<file path="src/rtl/idelay_tap_scan_pkg.sv">
// Shared types and constants for the input-delay tap scanner and its run tracker.
package idelay_tap_scan_pkg;

   localparam int TAP_W = 5;
   localparam int NTAPS = 32;
   localparam int EYE_W = 6;

   typedef logic [TAP_W-1:0] tap_t;
   typedef logic [EYE_W-1:0] eye_t;
   typedef logic [2:0]       state_t;

   localparam state_t ST_IDLE    = 3'd0;
   localparam state_t ST_LOAD    = 3'd1;
   localparam state_t ST_SETTLE  = 3'd2;
   localparam state_t ST_MEASURE = 3'd3;
   localparam state_t ST_NEXT    = 3'd4;
   localparam state_t ST_CENTER  = 3'd5;
   localparam state_t ST_APPLY   = 3'd6;
   localparam state_t ST_DONE    = 3'd7;

   // Floor of the window midpoint; start + (len-1)/2 never exceeds the last tap.
   function automatic tap_t center_tap(input tap_t start, input eye_t len);
      eye_t half;
      half = (len - 6'd1) >> 1;
      return start + half[TAP_W-1:0];
   endfunction

endpackage

</file>
<file path="src/rtl/idelay_tap_scan_run_tracker.sv">
// Tracks the current and best contiguous run of passing taps and the best window centre.
module idelay_run_tracker
   import idelay_tap_scan_pkg::*;
(
   input  logic             i_clk,
   input  logic             i_rst,
   input  logic             i_clr,
   input  logic             i_step,
   input  logic             i_pass,
   input  logic [TAP_W-1:0] i_tap,
   output logic [EYE_W-1:0] o_best_len,
   output logic [TAP_W-1:0] o_best_start,
   output logic [TAP_W-1:0] o_center
);

   logic [EYE_W-1:0] r_cur_len;
   logic [TAP_W-1:0] r_cur_start;
   logic [EYE_W-1:0] r_best_len;
   logic [TAP_W-1:0] r_best_start;
   logic [EYE_W-1:0] w_new_len;
   logic [TAP_W-1:0] w_new_start;

   always_comb begin
      w_new_len = r_cur_len + 6'd1;
      if (r_cur_len == 6'd0) begin
         w_new_start = i_tap;
      end else begin
         w_new_start = r_cur_start;
      end
   end

   // Strictly-greater update keeps the earliest of equal-length windows.
   always_ff @(posedge i_clk or posedge i_rst) begin
      if (i_rst) begin
         r_cur_len    <= 6'd0;
         r_cur_start  <= 5'd0;
         r_best_len   <= 6'd0;
         r_best_start <= 5'd0;
      end else if (i_clr) begin
         r_cur_len    <= 6'd0;
         r_cur_start  <= 5'd0;
         r_best_len   <= 6'd0;
         r_best_start <= 5'd0;
      end else if (i_step) begin
         if (i_pass) begin
            r_cur_len   <= w_new_len;
            r_cur_start <= w_new_start;
            if (w_new_len > r_best_len) begin
               r_best_len   <= w_new_len;
               r_best_start <= w_new_start;
            end
         end else begin
            r_cur_len <= 6'd0;
         end
      end
   end

   assign o_best_len   = r_best_len;
   assign o_best_start = r_best_start;
   assign o_center     = center_tap(r_best_start, r_best_len);

endmodule

</file>
<file path="src/rtl/idelay_tap_scan.sv">
// Sweeps all delay taps, scores each with checker verdicts and loads the centre of the widest passing eye.
module idelay_tap_scan
   import idelay_tap_scan_pkg::*;
#(
   parameter int SETTLE_CYCLES = 16,
   parameter int SAMPLES       = 64,
   parameter int DEFAULT_TAP   = 0
) (
   input  logic             i_clk,
   input  logic             i_rst,
   input  logic             i_start,
   input  logic             i_host_ld,
   input  logic [TAP_W-1:0] i_host_val,
   output logic             o_tap_ld,
   output logic [TAP_W-1:0] o_tap_val,
   input  logic [TAP_W-1:0] i_tap_readback,
   input  logic             i_sample_valid,
   input  logic             i_sample_ok,
   output logic             o_busy,
   output logic             o_done,
   output logic             o_fail,
   output logic             o_err,
   output logic [TAP_W-1:0] o_best_tap,
   output logic [EYE_W-1:0] o_eye_width
);

   localparam logic [15:0]      SETTLE_INIT = 16'(SETTLE_CYCLES);
   localparam logic [15:0]      SAMP_LAST   = 16'(SAMPLES - 1);
   localparam logic [TAP_W-1:0] DEF_TAP     = TAP_W'(DEFAULT_TAP);
   localparam logic [TAP_W-1:0] LAST_TAP    = TAP_W'(NTAPS - 1);

   state_t           r_state;
   logic [TAP_W-1:0] r_tap;
   logic             r_tap_ld;
   logic [TAP_W-1:0] r_tap_val;
   logic [15:0]      r_settle;
   logic [15:0]      r_samp;
   logic             r_pass;
   logic             r_busy;
   logic             r_done;
   logic             r_fail;
   logic             r_err;
   logic [TAP_W-1:0] r_best_tap;
   logic [EYE_W-1:0] r_eye;

   logic             w_clr;
   logic             w_step;
   logic [EYE_W-1:0] w_best_len;
   logic [TAP_W-1:0] w_best_start;
   logic [TAP_W-1:0] w_center;

   assign w_clr  = (r_state == ST_IDLE) && i_start;
   assign w_step = (r_state == ST_NEXT);

   idelay_run_tracker u_tracker (
      .i_clk        (i_clk),
      .i_rst        (i_rst),
      .i_clr        (w_clr),
      .i_step       (w_step),
      .i_pass       (r_pass),
      .i_tap        (r_tap),
      .o_best_len   (w_best_len),
      .o_best_start (w_best_start),
      .o_center     (w_center)
   );

   // Scan sequencer; strobes default low and are raised only in the state that owns them.
   always_ff @(posedge i_clk or posedge i_rst) begin
      if (i_rst) begin
         r_state    <= ST_IDLE;
         r_tap      <= 5'd0;
         r_tap_ld   <= 1'b0;
         r_tap_val  <= DEF_TAP;
         r_settle   <= 16'd0;
         r_samp     <= 16'd0;
         r_pass     <= 1'b0;
         r_busy     <= 1'b0;
         r_done     <= 1'b0;
         r_fail     <= 1'b0;
         r_err      <= 1'b0;
         r_best_tap <= 5'd0;
         r_eye      <= 6'd0;
      end else begin
         r_tap_ld <= 1'b0;
         r_done   <= 1'b0;
         case (r_state)
            ST_IDLE: begin
               if (i_start) begin
                  r_fail  <= 1'b0;
                  r_err   <= 1'b0;
                  r_tap   <= 5'd0;
                  r_busy  <= 1'b1;
                  r_state <= ST_LOAD;
               end else if (i_host_ld) begin
                  r_tap_ld  <= 1'b1;
                  r_tap_val <= i_host_val;
               end
            end
            ST_LOAD: begin
               r_tap_ld  <= 1'b1;
               r_tap_val <= r_tap;
               r_settle  <= SETTLE_INIT;
               r_state   <= ST_SETTLE;
            end
            ST_SETTLE: begin
               if (r_settle <= 16'd1) begin
                  // A readback mismatch flags the error and fails this tap, but the sweep carries on.
                  if (i_tap_readback != r_tap_val) begin
                     r_err  <= 1'b1;
                     r_pass <= 1'b0;
                  end else begin
                     r_pass <= 1'b1;
                  end
                  r_samp  <= 16'd0;
                  r_state <= ST_MEASURE;
               end else begin
                  r_settle <= r_settle - 16'd1;
               end
            end
            ST_MEASURE: begin
               if (i_sample_valid) begin
                  r_samp <= r_samp + 16'd1;
                  if (!i_sample_ok) begin
                     r_pass <= 1'b0;
                  end
                  if (r_samp == SAMP_LAST) begin
                     r_state <= ST_NEXT;
                  end
               end
            end
            ST_NEXT: begin
               if (r_tap == LAST_TAP) begin
                  r_state <= ST_CENTER;
               end else begin
                  r_tap   <= r_tap + 5'd1;
                  r_state <= ST_LOAD;
               end
            end
            ST_CENTER: begin
               if (w_best_len == 6'd0) begin
                  r_fail     <= 1'b1;
                  r_best_tap <= DEF_TAP;
               end else begin
                  r_best_tap <= w_center;
               end
               r_eye   <= w_best_len;
               r_state <= ST_APPLY;
            end
            ST_APPLY: begin
               r_tap_ld  <= 1'b1;
               r_tap_val <= r_best_tap;
               r_state   <= ST_DONE;
            end
            ST_DONE: begin
               r_done  <= 1'b1;
               r_busy  <= 1'b0;
               r_state <= ST_IDLE;
            end
            default: begin
               r_busy  <= 1'b0;
               r_state <= ST_IDLE;
            end
         endcase
      end
   end

   assign o_tap_ld    = r_tap_ld;
   assign o_tap_val   = r_tap_val;
   assign o_busy      = r_busy;
   assign o_done      = r_done;
   assign o_fail      = r_fail;
   assign o_err       = r_err;
   assign o_best_tap  = r_best_tap;
   assign o_eye_width = r_eye;

endmodule

</file>
<file path="config.mk">
export PLATFORM = sky130hd
export DESIGN_NAME = idelay_tap_scan
export DESIGN_NICKNAME = d
export VERILOG_FILES = /design/src/rtl/idelay_tap_scan_pkg.sv /design/src/rtl/idelay_tap_scan_run_tracker.sv /design/src/rtl/idelay_tap_scan.sv
export SDC_FILE = /design/constraint.sdc
export NUM_CORES = 1
export LEC_CHECK = 0
export ABC_AREA = 1
export CAP_MARGIN = 10
export CELL_PAD_IN_SITES_DETAIL_PLACEMENT = 0
export CELL_PAD_IN_SITES_GLOBAL_PLACEMENT = 1
export CORE_ASPECT_RATIO = 1.75
export CORE_MARGIN = 8
export CORE_UTILIZATION = 45
export CTS_BUF_LIST = sky130_fd_sc_hd__clkbuf_4 sky130_fd_sc_hd__clkbuf_8
export DETAILED_ROUTE_END_ITERATION = 12
export PLACE_DENSITY = 0.89
export SLEW_MARGIN = 20
export SYNTH_ARGS = -nofsm -noshare
export SYNTH_HDL_FRONTEND = slang
export SYNTH_HIERARCHICAL = 1
export SYNTH_SLANG_ARGS = --single-unit
export TNS_END_PERCENT = 5
</file>
<file path="constraint.sdc">
create_clock -name i_clk -period 2.3 [get_ports i_clk]
set_clock_uncertainty 0.05 [all_clocks]
set_input_delay 0.46 -clock i_clk [delete_from_list [all_inputs] [get_ports i_clk]]
set_output_delay 0.46 -clock i_clk [all_outputs]
set_load 0.05 [all_outputs]
</file>
==> metrics.md, run 1 <==
| Metric | Value |
|---|---|
| Hold Buf Count CTS | 0 |
| DIE AREA | 15600 sq um |
| Leading post-synthesis cells by cell area | dfrtp_1 40%, nand2_1 15%, inv_1 7.4%, nand3_1 5.9%, ha_1 5.2% |
| Wirelength per Cell | 14.8 microns |
| Sw power | around 0.0026 W |
| Worst endpoint required time | roughly 2.5 ns |
| # diodes | 0 |
| Tmin final | roughly 2.1 ns |
| Main synth FF type | dfrtp_1 |
| Largest net degree at the start of global routing | 28 |
| Die height | roughly 160 microns |
| Cell Area, Placed | slightly below 6000 sq um |
| Pint | 0.00333 W |
| Synth Instances | ~700 |
| Post-CTS setup buffers | 0 |
| Setup CP Type | register to register |
| Row Count | 52 |
| Routed Antenna Nets | 0 |
| DRC | 0 |
| Nets@finish | 805 |
| Vias | about 4700 |
| Worst-Skew Late Latency | 0.36 ns |
| Routability Congestion | between 0.8 and 0.9 |
| CTS Sinks | 84 |
| Sequential share of the synthesized area | roughly 40% |
| Cts bufs inserted | 9 |
| Post-synthesis register bit count | 84 |
| Max VDD drop | roughly 0.43 mV |
| Clk buf depth | 2 |
| Leak | ~3.0 nW |
| Startpoint types | register |
| Die W | a little under 100 microns |
| First-pass GRT wire length | approximately 22000 microns |
| Fin crit share | between 90 and 100% |
| Ys Warns | 6 |
| Post-synth net total | 760 |
| Hold slack final | 0.432 ns |
| Run status | finished, final reports clean |
| Initial antenna violation count | 0 |
| HP Class | primary input to asynchronous set/reset pin |
| Power density cells | just under 1000 nW/um^2 |
| Fill cell count | 1130 |
| Share of layout cells above drive strength 1 | 10.2% |
| GRT Total Usage | 17.7% |
| TritonRoute pass-1 iters | 4 |
| Post-synth EDFFs | 0 |
| Highest clock rate | 466 MHz |
| Root Driver | clkbuf_8 |
| RSZ-0062 raised after global routing | false |
| Top Ports | 37 |
| Fin util | 53.0% |
| GRT overflow | 0 |
| Port Buffers | 36 |
| Reg clk slew, reported paths | 0.09 ns |
| Area growth syn-to-layout | 15.4% |
| Starting Density | between 40% and 50% |
| Syn_area_per_cell | 7.34 sq um |
| R2R cell count | 12 |
| Sequential share of power | 32.7% |
| Power share of the combinational group | between 40% and 50% |
| Clock power frac | between 20% and 30% |
| Post-CTS Resized | 0 |
| DP Wirelength | 10700 microns |
| CTS tree | done |
| Final Instance Area | 6110 sq um |
| Switching share of total power | approximately 44% |
| Synth Cell Area | 5290 sq um |
| Max-Cap Viols | 0 |
| Vias per cell | a little over 5 |
| Routed WL | 13400 microns |
| Largest area contributor in the netlist | dfrtp_1 |
| Top cell type's share of synthesized area | 39.7% |
| Crit Path Max Fanout | 10 |
| Fraction of registers with async set or reset after synthesis | 100% |
| Slew Viols, Final | 0 |
| Netlist cell types | 37 |
| Drt initial violations | 165 |
| CP Capture Type | register |
| Final setup violation count | 0 |
| Max H-tree Level | 3 |
| Synth top cells by count | 218 x nand2_1, 104 x inv_1, 84 x dfrtp_1 |
| Core area | 11500 sq um |
| Hold Fails Final Rpt | 0 |
| Rel. slew slack | 65.7% |
| Count leader, synth | nand2_1 |
| Worst Max-Slew Pin Slew | 0.513 ns |
| Fin Setup TNS | 0 ns |
| Vias in the first global route | approximately 4900 |
| Critical path arrival | 2.35 ns |
## worst max-delay path, stage by stage, from the launching register on
cell and delay [ns]:
dfrtp_2 0.46, ha_1 0.23, nand3_1 0.10, xor2_1 0.20, ha_1 0.27, nand2_2 0.09
nor2_4 0.05, nand2_1 0.10, clkinv_1 0.11, nor2_4 0.15, nor2_8 0.06, nand2_1 0.09
nand2_1 0.06
## routing by layer
metal / vias to the layer above / GRT usage, % / part of all wire [%]
met5: - / 0 / 0
met4: 0 / 8.35 / 2.9
met3: 25 / 2.15 / 2.1
met2: 60 / 36.6 / 59
met1: 2231 / 15.9 / 36
li1: 2370 / - / -
## registers in the layout, summed over array words and instances (netlist names), 5 cells and up
register and count:
u_tracker/r_cur_len 6, r_samp 16, u_tracker/o_best_start 5, r_tap 5, o_eye_width 6, u_tracker/r_cur_start 5
o_best_tap 5, o_tap_val 5, u_tracker/o_best_len 6, r_settle 16
## placed cells by master (no fill, tap or decap), types with 5 or more instances in the layout
cell type and count:
a21oi_1 10, buf_4 11, clkbuf_8 9, clkdlybuf4s50_1 36
dfrtp_1 82, ha_1 22, inv_1 103, nand2_1 217
nand2_2 10, nand3_1 62, nand4_1 17, nor2_1 63
nor2_2 13, nor3_1 5, o21ai_0 35, o21ai_2 10
o221ai_1 5, xnor2_1 5, xor2_1 13
## logic make-up (layout without fill, tap and decap cells)
logic type      count (synthesis)  count (layout)  share of synthesized area [%]
compound gates                 73              73                           8.33
xor+xnor                       18              18                           2.98
fa+ha+maj                      23              23                           5.58
buf+inv                       121             171                           9.51
flops                          84              84                           39.7
simple gates                  402             402                           33.9
## power by group through the flow
| stage | combinational, W | clock, W | sequential (W) |
|---|---|---|---|
| after floorplan | 0.00181 | 0 | 0.00221 |
| after detailed placement | 0.00273 | 0 | 0.00199 |
| after global routing | 0.00304 | 0.00139 | 0.00199 |
| after CTS | 0.00275 | 0.00133 | 0.00196 |
| after global placement | 0.00268 | 0 | 0.00198 |
| final | 0.00272 | 0.00130 | 0.00196 |
## worst paths after layout
path	from	slack, ns	end
min in group i_clk	o_eye_width[2]	0.44	o_eye_width[2]
max	u_tracker/r_cur_len[0]	0.15	u_tracker/o_best_len[4]
min reg2reg	o_eye_width[2]	0.44	o_eye_width[2]
max reg2reg	u_tracker/r_cur_len[0]	0.15	u_tracker/o_best_len[4]
min	i_rst	0.43	r_settle[14]
max in group asynchronous	i_rst	1.24	r_state[1]
## per-stage QoR
step / instances / worst slack, ns / power [W]
global placement: 890 / 0.168 / 0.00465
CTS: 906 / 0.0923 / 0.00604
detailed placement: 890 / 0.102 / 0.00472
floorplan: 721 / 0.249 / 0.00402
finish: 906 / 0.155 / 0.00598
global route: 906 / 0.00732 / 0.00642
## final cells by class
cell class              count  area, sq um  area share [%]
flip-flops and latches     84         2100            34.5
well taps                 135          169            2.77
inverters                 106          398            6.52
repair buffers             49          483            7.91
clock inverters             7          124            2.03
multi-input cells         516         2700            44.3
clock buffers               9          124            2.03
Note: power is estimated with default switching activity, not from simulation.
==> run 2: changes to the inputs <==
--- a/config.mk
+++ b/config.mk
@@ -18,6 +18,5 @@
 export SLEW_MARGIN = 20
 export SYNTH_ARGS = -nofsm -noshare
 export SYNTH_HDL_FRONTEND = slang
-export SYNTH_HIERARCHICAL = 1
 export SYNTH_SLANG_ARGS = --single-unit
 export TNS_END_PERCENT = 5
==> metrics.md, run 2 <==
| Metric | Value |
|---|---|
| Fin util | around 53% |
| Post-synth EDFFs | 0 |
| Pint | ~0.0033 W |
| Die W | 96.6 microns |
| DP Wirelength | between 9000 and 10000 microns |
| Drt initial violations | 270 |
| Reg clk slew, reported paths | around 0.09 ns |
| Placed cell count | around 850 |
| Sequential share of power | around a third |
| Simple-Gate Fraction of Synth Area | ~30% |
| Count leader, synth | nand2_1 |
| Hold slack final | about 0.43 ns |
| Fraction of registers with async set or reset after synthesis | 100% |
| Power density cells | 1050 nW/um^2 |
| First-pass GRT wire length | 20500 microns |
| Buf+Inv Stages, Crit Path | 1 |
| Row Count | 51 |
| Cts bufs inserted | 9 |
| Largest family of logic cells by synthesized area | simple AND/OR/NAND/NOR gates |
| Core area | about 11000 sq um |
| Adder-cell area share of the yosys netlist | under 10% |
| Synth Cell Area | roughly 5100 sq um |
| Top flop regs | r_samp (16), r_settle (16) |
| Syn_area_per_cell | about 7.4 sq um |
| Final setup violation count | 0 |
| Tmin final | between 2 and 2.5 ns |
| Met3 Track Usage GR | between 2 and 3% |
| Critical path arrival | approximately 2.4 ns |
| Main synth FF type | dfrtp_1 |
| CP Capture Type | register |
| Rel. slew slack | approximately 65% |
| Vias per cell | 5.16 |
| Final non-filler cell total | between 800 and 900 |
| Leading post-synthesis cells by cell area | dfrtp_1 41%, nand2_1 14%, inv_1 6.4%, nand3_1 6.1%, ha_1 5.4% |
| Ys Warns | 0 |
| Clk buf depth | 2 |
| Worst endpoint required time | between 2 and 3 ns |
| Largest area contributor in the netlist | dfrtp_1 |
| Netlist cell types | 37 |
| Clock power frac | about a fifth |
| GRT met2 Usage | between 30 and 40% |
| Post-synthesis compound-gate area fraction | between 10% and 20% |
| Startpoint types | register |
| DRC | 0 |
| Crit Path Max Fanout | 8 |
| Port Buffers | 36 |
| Share of layout cells above drive strength 1 | slightly above 8% |
| Most frequent cells in the layout | 187 x nand2_1, 86 x inv_1, 83 x dfrtp_1, 71 x nor2_1, 61 x nand3_1 |
| Max VDD drop | 0.654 mV |
| Sw power | between 0.002 and 0.003 W |
| Die height | between 150 and 200 microns |
| Post-synthesis register bit count | between 80 and 90 |
| Max-Cap Viols | 0 |
| GRT Total Usage | 17.1% |
| Leak | between 2 and 3 nW |
| Post-Synth XOR/XNOR Area | 3.09% |
| Routed WL | about 12000 microns |
| Setup CP Type | register to register |
| Slew Viols, Final | 0 |
| Run status | finished, final reports clean |
| Starting Density | between 40% and 50% |
| # diodes | 0 |
| Max H-tree Level | 3 |
| Vias in the first global route | ~4500 |
| Synth Instances | ~690 |
| DIE AREA | between 15000 and 20000 sq um |
| Switching share of total power | 46.4% |
| Power share of the combinational group | around 48% |
| Highest-delay cell along the critical path | dfrtp_1 |
| Fin crit share | just over 90% |
| Sequential share of the synthesized area | between 40% and 50% |
| Routed Antenna Nets | 0 |
| Mux contribution to synthesized area | 0% |
| Met1 GRT Util | 18.5% |
| CP delay by family, top | simple AND/OR/NAND/NOR gates |
| GRT overflow | 0 |
| HP Class | primary input to asynchronous set/reset pin |
| Vias | roughly 4500 |
| Commonest non-fill, non-tap cell in the layout | nand2_1 |
| CP most frequent cell | nand2_1 |
| Routability Congestion | roughly 0.9 |
| Cell Chain, Critical Path | nand4_1 -> nor2_1 -> nand2_1 -> nand2_1 -> inv_1 -> ha_1 -> nand2_1 -> nor2_2 -> o21ai_0 -> nand3_1 -> nand2_2 -> nand3_1 -> o21ai_1 |
| Top cell type's share of synthesized area | about two fifths |
| Initial antenna violation count | 0 |
| TritonRoute pass-1 iters | 5 |
| CTS tree | done |
| Fill cell count | 1091 |
| Final Instance Area | 5880 sq um |
| Area growth syn-to-layout | 15.1% |
| Post-synth net total | 727 |
| Hold Fails Final Rpt | 0 |
| Synth top cells by count | 187 x nand2_1, 87 x inv_1, 84 x dfrtp_1 |
| GR peak layer | met2 |
| Worst Max-Slew Pin Slew | about 0.53 ns |
| Top Ports | 37 |
| Wirelength per Cell | between 10 and 15 microns |
| Worst-Skew Late Latency | between 0.3 and 0.4 ns |
| Highest clock rate | around 470 MHz |
| Max stage delay on crit path | 0.43 ns |
| CTS Sinks | between 80 and 90 |
| Largest net degree at the start of global routing | 38 |
| Hold Buf Count CTS | 0 |
| Root Driver | clkbuf_8 |
| Nets@finish | about 770 |
| Cell Area, Placed | about 5600 sq um |
-- run 2: logic make-up after synthesis --
| group | after synthesis |
|---|---|
| and+or+nand+nor | 355 |
| adders and majority gates | 23 |
| AOI/OAI and AO/OA | 102 |
| buffers and inverters | 106 |
| DFF | 84 |
| xor gates and xnor gates | 18 |
-- run 2: final timing paths --
check / start / to / slack (ns) / cells past startpoint
min in group i_clk: o_busy / o_busy / 0.45 / 2
hold / removal: i_rst / o_best_tap[4] / 0.43 / 2
setup reg to reg: u_tracker.r_cur_len[0] / u_tracker.o_best_len[2] / 0.15 / 13
setup / recovery: u_tracker.r_cur_len[0] / u_tracker.o_best_len[2] / 0.15 / 13
max in group asynchronous: i_rst / r_samp[10] / 1.23 / 3
hold reg to reg: o_busy / o_busy / 0.45 / 2
-- run 2: per-stage QoR --
stage / setup TNS, ns / total power, W / setup slack (ns)
final: 0 / 0.00620 / 0.153
after global routing: -0.0249 / 0.00668 / -0.0129
after CTS: 0 / 0.00625 / 0.0112
after detailed placement: 0 / 0.00504 / 0.0291
after global placement: 0 / 0.00498 / 0.138
after floorplan: 0 / 0.00432 / 0.329
-- run 2: cell type report --
class,instances,area (sq um),share of cell area (%)
Timing Repair Buffer,45,453,7.70
Clock inverter,7,97.6,1.66
Multi-Input combinational cell,499,2580,43.9
Tap cell,132,165,2.81
Sequential cell,84,2100,35.8
Clock buffer,9,124,2.11
Inverter,93,357,6.06
-- run 2: routing by layer --
layer  up-vias  wire length (microns)
met1      2091                   5000
met3        19                    438
li1       2296                      -
met2        81                   6530
met4         0                    247
met5         -                      0
-- run 2: power groups by stage --
stage	registers, W	clock network [W]	logic (W)
3_3_place_gp	0.00204	0	0.00294
6_report	0.00202	0.00120	0.00298
2_1_floorplan	0.00237	0	0.00195
3_5_place_dp	0.00205	0	0.00299
5_1_grt	0.00206	0.00128	0.00334
4_1_cts	0.00202	0.00122	0.00301
-- run 2: timing repair --
| action | CTS | global route |
|---|---|---|
| buffers inserted | 0 | 1 |
| gates resized for setup | 0 | 7 |
| endpoints found under the setup margin | 0 | 11 |
